<file path="src/rtl/microwave_pkg.sv">
// Shared definitions for the microwave cook-time controller: FSM states,
// the packed BCD M:SS time record and its digit limits.
package microwave_pkg;

  typedef enum logic [2:0] {
    ST_IDLE    = 3'd0,
    ST_ENTRY   = 3'd1,
    ST_RUNNING = 3'd2,
    ST_PAUSED  = 3'd3,
    ST_DONE    = 3'd4
  } state_t;

  typedef struct packed {
    logic [3:0] min;
    logic [3:0] dseg;
    logic [3:0] seg;
  } bcd_time_t;

  localparam logic [3:0] BCD_MAX_DIGIT = 4'd9;
  localparam logic [3:0] BCD_MAX_TENS  = 4'd5;

  localparam bcd_time_t SAT_TIME = '{min: 4'd9, dseg: 4'd5, seg: 4'd9};
  localparam bcd_time_t ZERO_TIME = '{min: 4'd0, dseg: 4'd0, seg: 4'd0};

  function automatic logic is_zero_time(input bcd_time_t t);
    return t == ZERO_TIME;
  endfunction

endpackage

</file>
<file path="src/rtl/bcd_time_dec.sv">
// Combinational BCD M:SS arithmetic: one-second decrement with zero detect,
// plus the normalise/saturate step applied to a freshly keyed time.
module bcd_time_dec
  import microwave_pkg::*;
(
  input  bcd_time_t cur,
  output bcd_time_t dec,
  output logic      dec_zero,
  output bcd_time_t norm
);

  // Borrow ripples seg -> dseg -> min; 0:00 never reaches here while running,
  // so the underflow case simply pins to zero.
  always_comb begin
    dec = cur;
    if (cur.seg != 4'd0) begin
      dec.seg = cur.seg - 4'd1;
    end else begin
      dec.seg = BCD_MAX_DIGIT;
      if (cur.dseg != 4'd0) begin
        dec.dseg = cur.dseg - 4'd1;
      end else begin
        dec.dseg = BCD_MAX_TENS;
        if (cur.min != 4'd0) begin
          dec.min = cur.min - 4'd1;
        end else begin
          dec = ZERO_TIME;
        end
      end
    end
  end

  assign dec_zero = is_zero_time(dec);

  // Keyed tens-of-seconds above 5 roll into the minutes; 9:6x and up clamp to 9:59.
  always_comb begin
    norm = cur;
    if (cur.dseg > BCD_MAX_TENS) begin
      if (cur.min >= BCD_MAX_DIGIT) begin
        norm = SAT_TIME;
      end else begin
        norm.min  = cur.min + 4'd1;
        norm.dseg = cur.dseg - 4'd6;
      end
    end
  end

endmodule

</file>
<file path="src/rtl/microwave_timer_ctrl.sv">
// Microwave cook-time controller: keypad entry of M:SS, per-second countdown,
// pause/resume on door or stop, and magnetron enable / done pulse.
module microwave_timer_ctrl
  import microwave_pkg::*;
#(
  parameter int TICKS_PER_SEC = 50_000_000
)
(
  input  logic       clk,
  input  logic       reset,
  input  logic       key_valid,
  input  logic [3:0] key_digit,
  input  logic       start,
  input  logic       stop_clear,
  input  logic       door_closed,
  output logic [3:0] min_bcd,
  output logic [3:0] dseg_bcd,
  output logic [3:0] seg_bcd,
  output logic       mag_on,
  output logic       done
);

  localparam int PW = (TICKS_PER_SEC > 1) ? $clog2(TICKS_PER_SEC) : 1;
  localparam logic [PW-1:0] PRESC_LAST = PW'(TICKS_PER_SEC - 1);

  state_t    state, state_n;
  bcd_time_t cur_time, time_n, dec_time, norm_time, shifted_time;
  logic      dec_zero;
  logic [PW-1:0] presc, presc_n;
  logic      tick, key_ok, can_start;

  bcd_time_dec u_dec (
    .cur      (cur_time),
    .dec      (dec_time),
    .dec_zero (dec_zero),
    .norm     (norm_time)
  );

  assign tick      = (presc == PRESC_LAST);
  assign key_ok    = key_valid && (key_digit <= BCD_MAX_DIGIT);
  assign can_start = start && door_closed && !is_zero_time(cur_time);

  assign shifted_time = '{min: cur_time.dseg, dseg: cur_time.seg, seg: key_digit};

  always_comb begin
    state_n = state;
    time_n  = cur_time;
    presc_n = presc;
    case (state)
      ST_IDLE: begin
        if (!stop_clear && key_ok) begin
          time_n  = shifted_time;
          state_n = ST_ENTRY;
        end
      end
      ST_ENTRY: begin
        if (stop_clear) begin
          time_n  = ZERO_TIME;
          state_n = ST_IDLE;
        end else if (can_start) begin
          time_n  = norm_time;
          presc_n = '0;
          state_n = ST_RUNNING;
        end else if (key_ok) begin
          time_n = shifted_time;
        end
      end
      ST_RUNNING: begin
        // Pausing discards a coincident tick: the prescaler wraps but no decrement.
        if (stop_clear || !door_closed) begin
          presc_n = tick ? '0 : presc;
          state_n = ST_PAUSED;
        end else if (tick) begin
          presc_n = '0;
          time_n  = dec_time;
          if (dec_zero) begin
            state_n = ST_DONE;
          end
        end else begin
          presc_n = presc + PW'(1);
        end
      end
      ST_PAUSED: begin
        if (stop_clear) begin
          time_n  = ZERO_TIME;
          presc_n = '0;
          state_n = ST_IDLE;
        end else if (door_closed && start) begin
          state_n = ST_RUNNING;
        end
      end
      ST_DONE: begin
        if (stop_clear) begin
          time_n  = ZERO_TIME;
          state_n = ST_IDLE;
        end else if (key_ok) begin
          time_n  = '{min: 4'd0, dseg: 4'd0, seg: key_digit};
          state_n = ST_ENTRY;
        end
      end
      default: begin
        time_n  = ZERO_TIME;
        presc_n = '0;
        state_n = ST_IDLE;
      end
    endcase
  end

  always_ff @(posedge clk) begin
    if (reset) begin
      state    <= ST_IDLE;
      cur_time <= ZERO_TIME;
      presc    <= '0;
      mag_on   <= 1'b0;
      done     <= 1'b0;
    end else begin
      state    <= state_n;
      cur_time <= time_n;
      presc    <= presc_n;
      mag_on   <= (state_n == ST_RUNNING);
      done     <= (state_n == ST_DONE) && (state != ST_DONE);
    end
  end

  assign min_bcd  = cur_time.min;
  assign dseg_bcd = cur_time.dseg;
  assign seg_bcd  = cur_time.seg;

endmodule
</file>
<file path="config.mk">
export PLATFORM = sky130hd
export DESIGN_NAME = microwave_timer_ctrl
export DESIGN_NICKNAME = d
export VERILOG_FILES = /design/src/rtl/microwave_pkg.sv /design/src/rtl/bcd_time_dec.sv /design/src/rtl/microwave_timer_ctrl.sv
export SDC_FILE = /design/constraint.sdc
export NUM_CORES = 1
export LEC_CHECK = 0
export BUFFER_PORTS_ARGS = -buffer_cell sky130_fd_sc_hd__buf_2
export CAP_MARGIN = 40
export CORE_ASPECT_RATIO = 1.25
export CORE_UTILIZATION = 55
export CTS_CLUSTER_DIAMETER = 100
export CTS_CLUSTER_SIZE = 28
export DETAILED_ROUTE_END_ITERATION = 8
export GPL_TIMING_DRIVEN = 0
export HOLD_SLACK_MARGIN = 0.1
export PLACE_DENSITY = 0.74
export SKIP_LAST_GASP = 1
export SLEW_MARGIN = 10
export SYNTH_ARGS = -nofsm -noshare
export SYNTH_HDL_FRONTEND = slang
export SYNTH_SLANG_ARGS = --single-unit
</file>
<file path="constraint.sdc">
create_clock -name clk -period 3.5 [get_ports clk]
set_input_delay 0.7 -clock clk [delete_from_list [all_inputs] [get_ports clk]]
set_output_delay 0.7 -clock clk [all_outputs]
set_load 0.01 [all_outputs]
</file>
==> impl_metrics.toml <==
[setup_path]
path_buf_inv = 2
cp_slowest_cell = "or3b_2"
required_ns = 3.73
cp_data_arrival_time_ns = 3.54
end_kind = "flop"
worstPathCellList = "inv_1 -> ha_1 -> or3b_2 -> o31ai_4 -> mux2i_1 -> and3_1 -> clkbuf_1 -> o21ai_0 -> a21oi_1"
critPathMaxStageDelay_ns = 0.57
worst-path-max-fanout = 10
cp_top_family = "compound AO/OA/AOI/OAI gates"
crit_type = "reg2reg"
startpoint_type = "flop"

[cts]
numCtsBuffers = 5
cts_hold_buf = 0
clk_pin_slew_ns = 0.09
clk_root_buffer_cell = "clkbuf_8"
htree_levels = 2
cts_setup_buffers = 0
insertion_delay_ns = 0.30
clock_path_buffers = 2
tritoncts = "built"
clock-sinks = 43
cts_resized = 0

[power_and_ir_drop]
switching_power_mw = 0.3392
vdd_drop_max_v = 0.0002337
p_leak_nw = 1.161
p_sw_frac = 0.3201
internal_power_mw = 0.7205
pwr-share-clk = 0.305
power_density_nw_per_um2 = 322.5
p_comb_frac = 0.215
pwr-share-seq = 0.480

[sta]
skew_ns = 0.01088
rsz0062_at_grt = "no"
finalWorstSetupSlack_ns = 0.1937
slew_headroom = 0.4824
max_freq_mhz = 302.5
finalCritPeriodShare = 0.9447
tightest_slew_ns = 0.7699
hold_viol = 0
period_minus_slack_ns = 3.306
fin_tns_setup_ns = 0
report.final.slew_viol_count = 0
setup_viol = 0

[grt]
grt_pass1_wl_um = 14410
grt_pass1_vias = 3013
grt.total_usage = 0.3252
grt_max_degree = 16
gr-total-overflow = 0
grt_antenna_before_repair = 0

[place]
port_buffers = 22
place.detailed.hpwl_um = 6491
dp_slack_ns = 0.3129
place_congestion = 0.9330

[die]
pin_count = 24
initial_core_util = 0.5821
core-area_sq_um = 5152
die-height_um = 84.56
chipWidth_um = 68.05
row_count = 29
die_area_sq_um = 5754

[synth]
synthesis.instances = 385
synth_ff_type = "dfxtp_1"
ys_seq_area_frac = 0.2870
yosys.cell_types.count = 66
synthesis.nets = 402
async_flop_share = 0
synth_seq_cells = 43
ys_warn_count = 0
synth_edf_count = 0
synth_area_sq_um = 2999
syn_avg_cell_area_sq_um = 7.790

[final_layout]
nFillCells = 505
area_growth_pct = 9.554
nets = 432
ff_latch_area_sq_um = 860.8
num_antenna_cells = 0
drive_gt1_frac = 0.1298
layout_common_cells = "dfxtp_1 (43), nand2_1 (34), nor2_1 (34)"
multi_input_area_sq_um = 1984
layout_commonest_cell = "dfxtp_1"

[route]
via_count = 3189
wire_per_inst_um = 18.17
vias_per_cell = 6.672
drc = 0
ant_nets = 0
drtPass1Iterations = 5
wl_um = 8686
drt-initial-drc-count = 243

[flow_run]
drv_cap = 0

[worst_hold_path]
hold_path_class = "reg2reg"

[run_status]
status = "completed"
==> logic make-up after synthesis <==
family / share of synthesized area
xor gates and xnor gates: 0.03504
muxes: 0.01335
AOI/OAI and AO/OA: 0.2720
DFF: 0.2870
adders and majority gates: 0.02920
buffers and inverters: 0.05131
and+or+nand+nor: 0.3121
==> path summary, 6_finish.rpt <==
check,startpoint,end,slack (ns),depth (start not counted)
setup / recovery,min_bcd[0],dseg_bcd[1],0.19,9
hold / removal,presc[24],presc[24],0.51,2
setup reg to reg,min_bcd[0],dseg_bcd[1],0.19,9
hold reg to reg,presc[24],presc[24],0.51,2
==> per-stage QoR <==
stage | hold slack [ns] | utilization | cell area (sq um) | power, mW | cells
floorplan | 0.4549 | - | 2999 | 0.6807 | 385
global placement | 0.4829 | 0.6185 | 3187 | 0.7402 | 469
detailed placement | 0.4868 | 0.6195 | 3192 | 0.7426 | 470
CTS | 0.5034 | 0.6377 | 3286 | 1.071 | 478
global route | 0.5341 | 0.6377 | 3286 | 1.119 | 478
finish | 0.5096 | 0.6377 | 3286 | 1.060 | 478
==> area by class of cell <==
cell class                      count  area share
Inverter                            7    0.007997
Clock inverter                      3    0.007616
Clock buffer                        5     0.02094
Tap cell                           62     0.02361
Buffer                             25     0.03884
Sequential cell                    43      0.2620
Timing Repair Buffer               23     0.03503
Multi-Input combinational cell    310      0.6040
==> synth_stat cells, types with 3 or more instances <==
master / n / area share
a21oi_1: 31 / 0.052
inv_1: 7 / 0.0088
nand3_1: 14 / 0.023
xor2_1: 11 / 0.032
nor3b_1: 4 / 0.010
nand4_1: 6 / 0.013
a22oi_1: 3 / 0.0075
nand2b_1: 7 / 0.015
and2_1: 6 / 0.013
mux2i_1: 4 / 0.013
or4_1: 10 / 0.025
o211ai_1: 12 / 0.030
and3_1: 5 / 0.010
clkbuf_1: 15 / 0.019
a211oi_1: 6 / 0.015
nor2_1: 34 / 0.043
buf_2: 3 / 0.0050
o2111ai_1: 4 / 0.012
a31oi_1: 10 / 0.021
buf_6: 3 / 0.011
dfxtp_1: 43 / 0.29
or3_1: 7 / 0.015
a21boi_0: 3 / 0.0075
a41oi_1: 3 / 0.0088
nor2b_1: 6 / 0.013
o21ai_0: 18 / 0.030
nand4b_1: 4 / 0.012
nor3_1: 18 / 0.030
ha_1: 7 / 0.029
nand2_1: 34 / 0.043
==> routing by layer <==
layer | GRT usage | wire length (um)
met3 | 0.06114 | 374
met5 | 0 | 0
met1 | 0.3726 | 3510
met2 | 0.5624 | 4489
met4 | 0.1458 | 312
==> tightest hold or removal path, stage by stage, from the launching register on <==
cell and delay, ns:
dfxtp_1 0.34, o31ai_1 0.07, a21oi_1 0.06
==> sequential cells by signal, summed over array words and instances (netlist names) <==
register	count
presc	26
mag_on	1
state	3
seg_bcd	4
dseg_bcd	4
done	1
min_bcd	4
==> power groups by stage <==
| stage | registers, mW | logic [mW] | clock network (mW) |
|---|---|---|---|
| final | 0.509 | 0.228 | 0.323 |
| after global placement | 0.519 | 0.221 | 0 |
| after floorplan | 0.521 | 0.160 | 0 |
| after CTS | 0.508 | 0.224 | 0.339 |
| after detailed placement | 0.520 | 0.223 | 0 |
| after global routing | 0.510 | 0.250 | 0.358 |
Power figures use the tool's default switching activity.
